### src/rtl/dispense_motor_ctrl.sv
// Vending dispense sequencer: drives one spiral motor, watches the
// debounced drop sensor, coasts, then reports done or a coded fault.
module dispense_motor_ctrl #(
    parameter int unsigned MAX_RUN_CYC = 100_000_000,
    parameter int unsigned DEB_CYC     = 500_000,
    parameter int unsigned SETTLE_CYC  = 25_000_000
) (
    input  logic       clk,
    input  logic       rst_n,
    input  logic       req,
    input  logic [2:0] motor_id,
    input  logic       drop_n,
    input  logic       ack,
    output logic [5:0] motor_en,
    output logic       busy,
    output logic       done,
    output logic       fault,
    output logic [1:0] fault_code,
    output logic [2:0] active_id
);

    localparam int RW = $clog2(MAX_RUN_CYC + 1);
    localparam int SW = $clog2(SETTLE_CYC + 1);
    localparam int DW = $clog2(DEB_CYC + 1);

    typedef enum logic [2:0] {
        S_IDLE,
        S_RUN,
        S_COAST,
        S_DONE,
        S_FAULT
    } state_t;

    state_t          state_q, state_d;
    logic [RW-1:0]   run_cnt_q, run_cnt_d;
    logic [SW-1:0]   set_cnt_q, set_cnt_d;
    logic [5:0]      motor_en_q, motor_en_d;
    logic            busy_q, busy_d;
    logic            done_q, done_d;
    logic            fault_q, fault_d;
    logic [1:0]      code_q, code_d;
    logic [2:0]      id_q, id_d;

    logic            sync1_q, sync2_q;
    logic            drop_db_q, drop_db_d;
    logic [DW-1:0]   deb_cnt_q, deb_cnt_d;

    logic [5:0]      id_onehot;
    logic            id_valid;

    // Debounce: flip only after a run of samples disagreeing with drop_db
    always_comb begin
        drop_db_d = drop_db_q;
        deb_cnt_d = '0;
        if (sync2_q != drop_db_q) begin
            if (deb_cnt_q == DW'(DEB_CYC)) begin
                drop_db_d = sync2_q;
            end else begin
                deb_cnt_d = deb_cnt_q + 1'b1;
            end
        end
    end

    // Two-flop synchronizer and debounce state; sensor idles high
    always_ff @(posedge clk or negedge rst_n) begin
        if (!rst_n) begin
            sync1_q   <= 1'b1;
            sync2_q   <= 1'b1;
            drop_db_q <= 1'b1;
            deb_cnt_q <= '0;
        end else begin
            sync1_q   <= drop_n;
            sync2_q   <= sync1_q;
            drop_db_q <= drop_db_d;
            deb_cnt_q <= deb_cnt_d;
        end
    end

    // Motor number to one-hot drive pattern; 0 and 7 map to no motor
    always_comb begin
        id_onehot = 6'b000000;
        id_valid  = 1'b1;
        unique case (motor_id)
            3'd1:    id_onehot = 6'b000001;
            3'd2:    id_onehot = 6'b000010;
            3'd3:    id_onehot = 6'b000100;
            3'd4:    id_onehot = 6'b001000;
            3'd5:    id_onehot = 6'b010000;
            3'd6:    id_onehot = 6'b100000;
            default: id_valid  = 1'b0;
        endcase
    end

    // Next-state and next-output logic for the dispense sequence
    always_comb begin
        state_d    = state_q;
        run_cnt_d  = run_cnt_q;
        set_cnt_d  = set_cnt_q;
        motor_en_d = motor_en_q;
        busy_d     = busy_q;
        done_d     = done_q;
        fault_d    = fault_q;
        code_d     = code_q;
        id_d       = id_q;
        unique case (state_q)
            S_IDLE: begin
                if (req) begin
                    busy_d = 1'b1;
                    id_d   = motor_id;
                    if (!id_valid) begin
                        state_d = S_FAULT;
                        fault_d = 1'b1;
                        code_d  = 2'd1;
                    end else if (!drop_db_q) begin
                        state_d = S_FAULT;
                        fault_d = 1'b1;
                        code_d  = 2'd3;
                    end else begin
                        state_d    = S_RUN;
                        run_cnt_d  = '0;
                        motor_en_d = id_onehot;
                    end
                end
            end
            S_RUN: begin
                run_cnt_d = run_cnt_q + 1'b1;
                // A drop seen on the timeout cycle still counts as success
                if (!drop_db_q) begin
                    state_d    = S_COAST;
                    set_cnt_d  = '0;
                    motor_en_d = 6'b000000;
                end else if (run_cnt_q == RW'(MAX_RUN_CYC - 1)) begin
                    state_d    = S_FAULT;
                    motor_en_d = 6'b000000;
                    fault_d    = 1'b1;
                    code_d     = 2'd2;
                end
            end
            S_COAST: begin
                set_cnt_d = set_cnt_q + 1'b1;
                if (set_cnt_q == SW'(SETTLE_CYC - 1)) begin
                    state_d = S_DONE;
                    done_d  = 1'b1;
                end
            end
            S_DONE, S_FAULT: begin
                if (ack) begin
                    state_d    = S_IDLE;
                    motor_en_d = 6'b000000;
                    busy_d     = 1'b0;
                    done_d     = 1'b0;
                    fault_d    = 1'b0;
                    code_d     = 2'd0;
                    id_d       = 3'd0;
                end
            end
            default: begin
                state_d    = S_IDLE;
                motor_en_d = 6'b000000;
                busy_d     = 1'b0;
                done_d     = 1'b0;
                fault_d    = 1'b0;
                code_d     = 2'd0;
                id_d       = 3'd0;
            end
        endcase
    end

    // FSM state, counters and registered outputs; reset kills drive at once
    always_ff @(posedge clk or negedge rst_n) begin
        if (!rst_n) begin
            state_q    <= S_IDLE;
            run_cnt_q  <= '0;
            set_cnt_q  <= '0;
            motor_en_q <= 6'b000000;
            busy_q     <= 1'b0;
            done_q     <= 1'b0;
            fault_q    <= 1'b0;
            code_q     <= 2'd0;
            id_q       <= 3'd0;
        end else begin
            state_q    <= state_d;
            run_cnt_q  <= run_cnt_d;
            set_cnt_q  <= set_cnt_d;
            motor_en_q <= motor_en_d;
            busy_q     <= busy_d;
            done_q     <= done_d;
            fault_q    <= fault_d;
            code_q     <= code_d;
            id_q       <= id_d;
        end
    end

    assign motor_en   = motor_en_q;
    assign busy       = busy_q;
    assign done       = done_q;
    assign fault      = fault_q;
    assign fault_code = code_q;
    assign active_id  = id_q;

endmodule

### config.mk
export PLATFORM = sky130hd
export DESIGN_NAME = dispense_motor_ctrl
export DESIGN_NICKNAME = d
export VERILOG_FILES = /design/src/rtl/dispense_motor_ctrl.sv
export SDC_FILE = /design/constraint.sdc
export NUM_CORES = 1
export LEC_CHECK = 0
export CAP_MARGIN = 10
export CORE_UTILIZATION = 50
export CTS_CLUSTER_DIAMETER = 40
export DETAILED_ROUTE_END_ITERATION = 10
export HOLD_SLACK_MARGIN = 0.03
export PLACE_DENSITY_LB_ADDON = 0.2
export SLEW_MARGIN = 5
export SYNTH_ARGS = -nofsm -noshare
export SYNTH_HDL_FRONTEND = slang
export SYNTH_SLANG_ARGS = --single-unit
export TNS_END_PERCENT = 20
### constraint.sdc
create_clock -name clk -period 1.9 [get_ports clk]
set_input_delay 0.285 -clock clk [delete_from_list [all_inputs] [get_ports clk]]
set_output_delay 0.285 -clock clk [all_outputs]
set_load 0.03 [all_outputs]
==> metrics.cfg <==
[yosys]
yosysUniqueCellTypes=62
synth_edf_count=0
ys_seq_area_share_pct=47.6
synth_top_area_share_pct=45.9
ys_async_sr_fraction_pct=100
ys.flop_type=dfrtp_1
synth_top_area_cell=dfrtp_1
synth.area.top_cells=dfrtp_1 46%, xnor2_1 5.5%, nor2_1 5.4%
ys_seq_elements=91
syn_area_um2=4790
yosysWarningCount=0
yosysMostFrequentCell=dfrtp_1
syn_area_per_cell_um2=9.47
yosys-top-cells-count=88 x dfrtp_1, 69 x nor2_1, 51 x nand2_1
synthCells=506
syn-num-nets=518

[timing]
final.setup.worst_slack_ns=-0.0161
holdWs_ns=0.328
min_period_over_period_pct=101
hold_viol=0
fin_skew_ns=0.0143
max_freq_ghz=0.522
slew_headroom_pct=68.7
setup_tns_ns=-0.0208
setup_viol=2
tightest_slew_ns=0.470
period_minus_slack_ns=1.92
grt_setup_unrepaired=true
slew_violations=0

[clocking]
numCtsBuffers=9
root_buffer=clkbuf_8
cts.path.max_buffers=2
cts_tree=yes
clk_latency_ns=0.36
cts.sinks=91
cts.clk_slew.worst_paths_ns=0.09
h-tree-depth=3

[placement]
io_buffers=21
pre_cts_ws_ns=-0.345
gp_congestion=0.863
hpwl_mm=7.86
dp_cells=702

[worst_setup_path]
regToRegSetupSlack_ns=-0.02
r2r_start=state_q[2]$_DFFE_PN0P_
crit_buf_inv=0
slowest_stage=or4_4
path_class=register to register
path_cells=and4bb_2 -> nand4_2 -> or4_4 -> or3_1 -> a21oi_1
cp-start-kind=register
cp.required_ns=2.18
critPathArrivalTime_ns=2.19
slowest_delay_ns=0.51
end_kind=register
worstSetupStartpoint=state_q[2]$_DFFE_PN0P_
worstPathMaxFanout=5
critPathTopFamily=simple AND/OR/NAND/NOR gates

[global_routing]
overflow=0
antenna_found_initial=0
grt_usage_pct=23.9
grt_max_degree=32
grt_pass1_vias=3852
grt_first_pass_wirelength_mm=18.8

[finish]
final_nets=603
fin_cells=725
final.fill_count=755
drive_gt1_share_pct=22.1
num_antenna_cells=0
seq_area_um2=2280
multiInputGateArea_um2=2470
area_delta_synth_final_pct=24.3

[die]
design.die.area_um2=9980
core_area_um2=9280
die_x_um=99.9
row_count=35
io_pins=22
start_util_pct=51.6
dieHeight_um=99.9

[route]
ant_nets=0
wl_per_cell_um=15.5
wl_met2_mm=5.11
drt-met1-wl_mm=5.61
drc=0
route.met3.wl_um=381
highest_layer=met4
viasPerCell=5.65
first_iter_violations=222
drtPass1Iterations=5
wl_mm=11.2
vias=4097

[run_status]
violations=negative setup slack
status=complete, but fails checks

[power]
report.power.total_mw=5.94
power.leakage_nw=2.56
peakVddDrop_v=0.000690
power_density_nw_per_um2=997

[run]
cap_violations=0

[worst_hold_path]
min_from=drop_n
hold_path.class=input pin to register

cells in the final DEF (no fill, tap or decap), drive strengths merged, types with 4 or more instances in the layout:
| cell | instances |
|---|---|
| mux2i | 4 |
| a21oi | 16 |
| o211ai | 5 |
| nor2 | 70 |
| o21a | 4 |
| buf | 76 |
| nor3 | 10 |
| and3 | 8 |
| nand2 | 51 |
| and4 | 7 |
| nand4 | 20 |
| o21ai | 27 |
| o31ai | 5 |
| clkdlybuf4s50 | 20 |
| nor4 | 17 |
| dfrtp | 88 |
| or3 | 4 |
| a22o | 4 |
| xnor2 | 30 |
| mux2 | 8 |
| a31oi | 4 |
| xor2 | 9 |
| or2 | 4 |
| o311ai | 4 |
| o41ai | 6 |
| ha | 4 |
| nand3 | 30 |
| clkbuf | 10 |
| inv | 11 |
per-layer routing:
layer | GRT usage [%] | vias up
met5 | 0 | -
met4 | 7.92 | 0
met3 | 3.20 | 7
met2 | 35.9 | 85
met1 | 35.7 | 2012
li1 | - | 1993
final cells by class:
| type | count | area share [%] |
|---|---|---|
| Timing Repair Buffer | 97 | 14.0 |
| Clock buffer | 10 | 2.14 |
| Inverter | 9 | 0.567 |
| Tap cell | 129 | 2.71 |
| Clock inverter | 6 | 0.798 |
| Sequential cell | 91 | 38.3 |
| Multi-Input combinational cell | 383 | 41.4 |
state kept, by name (all words and copies together), names as in the netlist:
signal	cells
state_q	3
active_id	3
run_cnt_q	27
deb_cnt_q	19
fault_code	2
done	1
sync1_q	1
set_cnt_q	25
sync2_q	1
drop_db_q	1
busy	1
motor_en	6
fault	1
final timing paths:
kind	to	depth (start not counted)
setup / recovery	run_cnt_q[24]$_DFFE_PN0P_	5
hold / removal	sync1_q$_DFF_PN1_	1
setup reg to reg	run_cnt_q[24]$_DFFE_PN0P_	5
hold reg to reg	sync2_q$_DFF_PN1_	0
max in group asynchronous	sync1_q$_DFF_PN1_	3
min in group asynchronous	run_cnt_q[14]$_DFFE_PN0P_	2
power breakdown:
part / leakage (nW) / switching (mW) / internal (mW)
Sequential: 1.23 / 0.198 / 2.15
Clock: 0.0872 / 0.713 / 0.488
Combinational: 1.24 / 1.31 / 1.08
Total: 2.56 / 2.22 / 3.72
cells by family (layout without fill, tap and decap cells):
family,after synthesis,after routing,synth area share (%)
and+or+nand+nor,243,243,26.7
DFF,91,91,47.6
AOI/OAI and AO/OA,85,85,12.1
xor gates and xnor gates,39,39,7.13
buffers and inverters,32,122,2.79
muxes,12,12,2.71
adders and majority gates,4,4,1.04
through the flow:
step                      util [%]  area, um2
after floorplan                  -       4790
after global placement        60.5       5620
after detailed placement      60.5       5620
after CTS                     62.7       5820
after global routing          64.2       5960
final                         64.2       5960
timing repair:
item	CTS	global route
buffers inserted	1	6
hold buffers	1	0
gates resized for setup	4	23
pin swaps	9	9
endpoints found under the hold margin	27	0
endpoints found under the setup margin	11	52
Note: power is estimated with default switching activity, not from simulation.
